## src/rtl/sa_feeder.sv

```systemverilog
// Purpose : turns unskewed ifmap/weight vectors into the diagonal wavefront a systolic array expects.
// Latency : lane r (c) reaches its tail r+1 (c+1) advances after the beat is accepted; o_pe_en follows by one cycle.
// Backpressure: o_ready is high only in FEED; a FEED cycle with i_valid low freezes every skew chain.
//
// Ports:
//   i_clk, i_nrst         clock and asynchronous active-low reset
//   i_start, i_k_len      tile start pulse (honoured only in IDLE) and beat count latched with it
//   i_valid / o_ready     beat handshake for i_ifmap (one element per row) and i_weight (one per column)
//   o_ifmap, o_weight     skew chain tails driven to the array edges
//   o_pe_en, o_reg_clear  PE enable and accumulator clear
//   o_busy, o_done        not-IDLE flag and end-of-tile pulse
module sa_feeder #(
  parameter int DATA_WIDTH = 8,
  parameter int S_WIDTH    = 2,
  parameter int S_HEIGHT   = 2
) (
  input  logic                                  i_clk,
  input  logic                                  i_nrst,
  input  logic                                  i_start,
  input  logic [15:0]                           i_k_len,
  input  logic                                  i_valid,
  output logic                                  o_ready,
  input  logic [0:S_HEIGHT-1][DATA_WIDTH-1:0]   i_ifmap,
  input  logic [0:S_WIDTH-1][DATA_WIDTH-1:0]    i_weight,
  output logic [0:S_HEIGHT-1][DATA_WIDTH-1:0]   o_ifmap,
  output logic [0:S_WIDTH-1][DATA_WIDTH-1:0]    o_weight,
  output logic                                  o_pe_en,
  output logic                                  o_reg_clear,
  output logic                                  o_busy,
  output logic                                  o_done
);

  // Zeros pushed through FLUSH must reach the far corner of the array.
  localparam int FLUSH_LEN = S_HEIGHT + S_WIDTH - 1;
  localparam int FC_W      = (FLUSH_LEN > 1) ? $clog2(FLUSH_LEN) : 1;
  localparam logic [FC_W-1:0] FLUSH_LAST = FC_W'(FLUSH_LEN - 1);

  typedef enum logic [1:0] {IDLE, FEED, FLUSH, DONE} state_t;

  state_t          state;
  logic [15:0]     k_len;
  logic [15:0]     beat_cnt;
  logic [FC_W-1:0] flush_cnt;
  logic            pe_en_q;
  logic            reg_clear_q;

  logic accept;
  logic advance;

  assign accept  = (state == FEED) && i_valid;
  assign advance = accept || (state == FLUSH);

  always_ff @(posedge i_clk or negedge i_nrst) begin
    if (!i_nrst) begin
      state       <= IDLE;
      k_len       <= '0;
      beat_cnt    <= '0;
      flush_cnt   <= '0;
      pe_en_q     <= 1'b0;
      reg_clear_q <= 1'b0;
    end else begin
      reg_clear_q <= 1'b0;
      // Tails change on the edge that performs an advance, so the enable is the advance one cycle late.
      pe_en_q     <= advance;
      case (state)
        IDLE: begin
          if (i_start) begin
            k_len       <= i_k_len;
            beat_cnt    <= '0;
            reg_clear_q <= 1'b1;
            state       <= (i_k_len == 16'd0) ? DONE : FEED;
          end
        end
        FEED: begin
          if (accept) begin
            beat_cnt <= beat_cnt + 16'd1;
            if (beat_cnt + 16'd1 == k_len) begin
              flush_cnt <= '0;
              state     <= FLUSH;
            end
          end
        end
        FLUSH: begin
          if (flush_cnt == FLUSH_LAST) state <= DONE;
          else                         flush_cnt <= flush_cnt + FC_W'(1);
        end
        DONE:    state <= IDLE;
        default: state <= IDLE;
      endcase
    end
  end

  // Row r needs r+1 stages so that element r of a beat arrives r cycles after element 0.
  for (genvar r = 0; r < S_HEIGHT; r++) begin : g_row
    logic [r:0][DATA_WIDTH-1:0] chain;
    always_ff @(posedge i_clk or negedge i_nrst) begin
      if (!i_nrst) begin
        chain <= '0;
      end else if (advance) begin
        chain[0] <= accept ? i_ifmap[r] : '0;
        for (int j = 1; j <= r; j++) chain[j] <= chain[j-1];
      end
    end
    assign o_ifmap[r] = chain[r];
  end

  for (genvar c = 0; c < S_WIDTH; c++) begin : g_col
    logic [c:0][DATA_WIDTH-1:0] chain;
    always_ff @(posedge i_clk or negedge i_nrst) begin
      if (!i_nrst) begin
        chain <= '0;
      end else if (advance) begin
        chain[0] <= accept ? i_weight[c] : '0;
        for (int j = 1; j <= c; j++) chain[j] <= chain[j-1];
      end
    end
    assign o_weight[c] = chain[c];
  end

  assign o_ready     = (state == FEED);
  assign o_busy      = (state != IDLE);
  assign o_done      = (state == DONE);
  assign o_pe_en     = pe_en_q;
  assign o_reg_clear = reg_clear_q;

endmodule

```

## config.mk

```make
export PLATFORM = sky130hd
export DESIGN_NAME = sa_feeder
export DESIGN_NICKNAME = d
export VERILOG_FILES = /design/src/rtl/sa_feeder.sv
export SDC_FILE = /design/constraint.sdc
export NUM_CORES = 1
export LEC_CHECK = 0
export BUFFER_PORTS_ARGS = -buffer_cell sky130_fd_sc_hd__buf_4
export CAP_MARGIN = 15
export CORE_AREA = 2 2 110 80
export CTS_BUF_LIST = sky130_fd_sc_hd__clkbuf_4
export DETAILED_ROUTE_END_ITERATION = 8
export DIE_AREA = 0 0 112 82
export HOLD_SLACK_MARGIN = 0.03
export PLACE_DENSITY = 0.78
export SLEW_MARGIN = 10
export SYNTH_ARGS = -nofsm -noshare
export SYNTH_HDL_FRONTEND = slang
export SYNTH_SLANG_ARGS = --single-unit
```

## constraint.sdc

```tcl
create_clock -name i_clk -period 5.06 [get_ports i_clk]
set_clock_uncertainty 0.1 [all_clocks]
set_input_delay 0.253 -clock i_clk [delete_from_list [all_inputs] [get_ports i_clk]]
set_output_delay 0.253 -clock i_clk [all_outputs]
set_load 0.01 [all_outputs]
```

==> run_results.csv <==
group,metric,value,unit
placed_design,place_inst,582,
timing,worst_slack,2348,ps
clocking,post-cts-setup-buffers,0,
power_and_ir_drop,pwr-share-comb,43.6,%
global_routing,grt_usage,23.75,%
synth,synth_area_leaders,"dfrtp_1, mux2_2, nand2_1",
routing,first_pass_iters,5,
power_and_ir_drop,switchingPower,1.020,mW
setup_path,crit_fanout,34,
placed_design,dp_hpwl,6.731,mm
placed_design,gp_congestion,0.9260,
clocking,tritoncts,"built",
synth,async_flop_share,100.0,%
timing,worst_slew_margin_rel,33.11,%
power_and_ir_drop,p_per_area,481.7,nW/um^2
setup_path,critPathLaunch,"state[0]",
power_and_ir_drop,power_frac_seq,41.6,%
power_and_ir_drop,power.total,2.682,mW
clocking,cts.clk_slew.worst_paths,150,ps
timing,hold_viol,0,
routing,routed_wirelength,10.40,mm
layout,nets,596,
layout,antennaDiodeCount,0,
clocking,cts_buffer_depth,2,
timing,worst_pin_slew,997.2,ps
layout,finish.utilization,67.93,%
power_and_ir_drop,irDropWorstVdd,330.3,uV
synth,yosysTopAreaCellShare,49.47,%
floorplan,initial_core_util,53.07,%
setup_path,r2r_setup_slack,2350,ps
routing,dr_total_vias,3530,
timing,grt_setup_unrepaired,"false",
setup_path,r2r_cells,5,
routing,dr.first_iter.drc_count,198,
setup_path,start_kind,"flip-flop",
clocking,cts_root_buf,"clkbuf_4",
setup_path,endpoint,"state[1]",
clocking,hold_buffers,49,
floorplan,rows,28,
floorplan,fp.dieH,82,um
placed_design,io_buffers,88,
synth,synth.distinct_cells,51,
synth,synth.avg_cell_area,10.24,um^2
synth,netlist_area,4350,um^2
floorplan,dieArea,9184,um^2
timing,finalSetupTns,0,ps
setup_path,worstReg2RegEnd,"state[1]",
timing,final-setup-viol-count,0,
floorplan,fp.dieW,112,um
timing,min_period,2712,ps
setup_path,worst-setup-path-type,"flip-flop to flip-flop",
clocking,cts_resized,0,
global_routing,grt.overflow.total,0,
synth,synth_top_area_cell,"dfrtp_1",
worst_hold_path,worst_hold_path_type,"input pin to async pin",
routing,vias_per_cell,5.456,
timing,timing.fmax,0.3688,GHz
job,cap_violations,0,
layout,final_cell_count_no_fill,647,
global_routing,grt_start_max_net_pins,70,
clocking,clk_latency,440,ps
power_and_ir_drop,power.share.clock,14.8,%
timing,drv_slew,0,
layout,ff_latch_area,2152,um^2
setup_path,worstReg2RegStart,"state[0]",
global_routing,grt_pass1_wl,16.83,mm
layout,drive_gt1_share,28.41,%
routing,drc_errors,0,
clocking,htree_levels,3,
synth,ys_warn_count,0,
synth,synth_seq_area_share,49.47,%
timing,timing.final.crit_share,53.59,%
synth,syn_nets,484,
layout,nFillCells,618,
setup_path,crit_arrival,2990,ps
synth,synth-edff-count,0,
layout,syn2layout_area_growth,28.01,%
routing,wl_per_cell,16.08,um
power_and_ir_drop,cellLeakagePower,2.604,nW
floorplan,core,8198,um^2
setup_path,worstPathRequired,5330,ps
power_and_ir_drop,p_int,1.663,mW
power_and_ir_drop,p_sw_share,38.01,%
global_routing,first_global_vias,3394,
routing,postRouteAntennaNets,0,
layout,multi_input_area,1928,um^2
setup_path,crit_path_end_kind,"flip-flop",
placed_design,place_ws,2392,ps
clocking,cts_buffers,9,
clocking,clock-sinks,86,
synth,ys_seq_elements,86,
floorplan,pin_count,89,
global_routing,grt_antenna_before_repair,0,
synth,synthFlopType,"dfrtp_1",
status,status,"finished, final reports clean",
synth,netlist_instances,425,
-- registers in the layout, indices dropped and copies added, names as in the netlist --
signal,flops
beat_cnt,16
g_col.chain,16
g_row.chain,16
k_len,16
o_ifmap,8
o_weight,8
flush_cnt,2
state,2
o_pe_en,1
o_reg_clear,1
-- worst max-delay path, cell delays in order (launching register included) --
cell and delay, ps:
dfrtp_1 430, inv_1 130, ha_1 340, clkinv_1 860
o221ai_2 570, mux2i_1 220
-- area by class of cell --
type	instances	area share, %
clock buffers	9	1.213
multi-input cells	289	34.62
well taps	105	2.359
clock inverters	7	1.281
inverters	10	0.6740
repair buffers	141	21.21
flip-flops and latches	86	38.64
-- logic make-up (layout without fill, tap and decap cells) --
logic type | count (synthesis) | in the layout | share of synthesized area [%]
multiplexers | 36 | 36 | 9.203
flip-flops | 86 | 86 | 49.47
buffers and inverters | 50 | 167 | 6.241
AO/OA/AOI/OAI | 80 | 80 | 11.16
adder cells (fa/ha/maj) | 7 | 7 | 2.013
XOR/XNOR | 22 | 22 | 4.602
AND/OR/NAND/NOR | 144 | 144 | 17.31
-- how the worst min path moves through the flow --
stage                  end  slack (ps)    from  cells past startpoint
3_5_place_dp     k_len[14]         180  i_nrst                      1
6_report         k_len[14]         230  i_nrst                      2
4_1_cts          k_len[14]         210  i_nrst                      2
3_3_place_gp     k_len[14]         170  i_nrst                      1
2_1_floorplan  beat_cnt[0]        -140  i_nrst                      0
5_1_grt           k_len[5]         260  i_nrst                      2
-- synth_stat cells, types with 4 or more instances --
cell and number:
buf_4 19, inv_1 9, buf_2 4, mux2_2 32, a21oi_1 5, clkbuf_1 16
nand2_1 76, xnor2_1 13, xor2_1 8, mux2i_1 4, nand3_1 6, nor4_1 4
o31ai_1 7, nor2b_1 6, nor2_1 20, nand4_1 5, ha_1 7, o21ai_0 50
dfrtp_1 86
-- cells in the final DEF, fill, tap and decap left out, types with 4 or more instances in the layout --
cell type	n
a21oi_1	5
dfrtp_1	86
nand4_1	5
mux2_2	32
dlygate4sd3_1	49
nand2_1	76
nor2b_1	6
nor4_1	4
o31ai_1	7
xnor2_1	13
clkbuf_4	9
ha_1	7
inv_1	9
nand3_1	6
mux2i_1	4
xor2_1	8
o21ai_0	50
nor2_1	20
buf_4	92
-- stage by stage --
stage               area, um^2  hold slack (ps)
floorplan                 4350           -142.6
global placement          4940            172.4
detailed placement        4940            176.5
CTS                       5569            211.8
global route              5569            257.2
finish                    5569            231.2
-- power groups by stage --
stage | registers [mW] | logic [mW] | clock network [mW]
after CTS | 1.11 | 1.16 | 0.408
after global routing | 1.15 | 1.28 | 0.437
after detailed placement | 1.12 | 1.13 | 0
final | 1.12 | 1.17 | 0.396
after floorplan | 1.10 | 0.797 | 0
after global placement | 1.11 | 1.09 | 0
-- routing by layer --
layer  track usage, %  up-vias  wire length [um]  share of wire, %
met4            7.927        0               201               1.9
met1            32.98     1721              4547                44
met2            37.33      120              5008                48
li1                 -     1669                 -                 -
met5                0        -                 0                 0
met3            5.683       20               647               6.2
No activity file was read; power rests on OpenSTA's default activity.
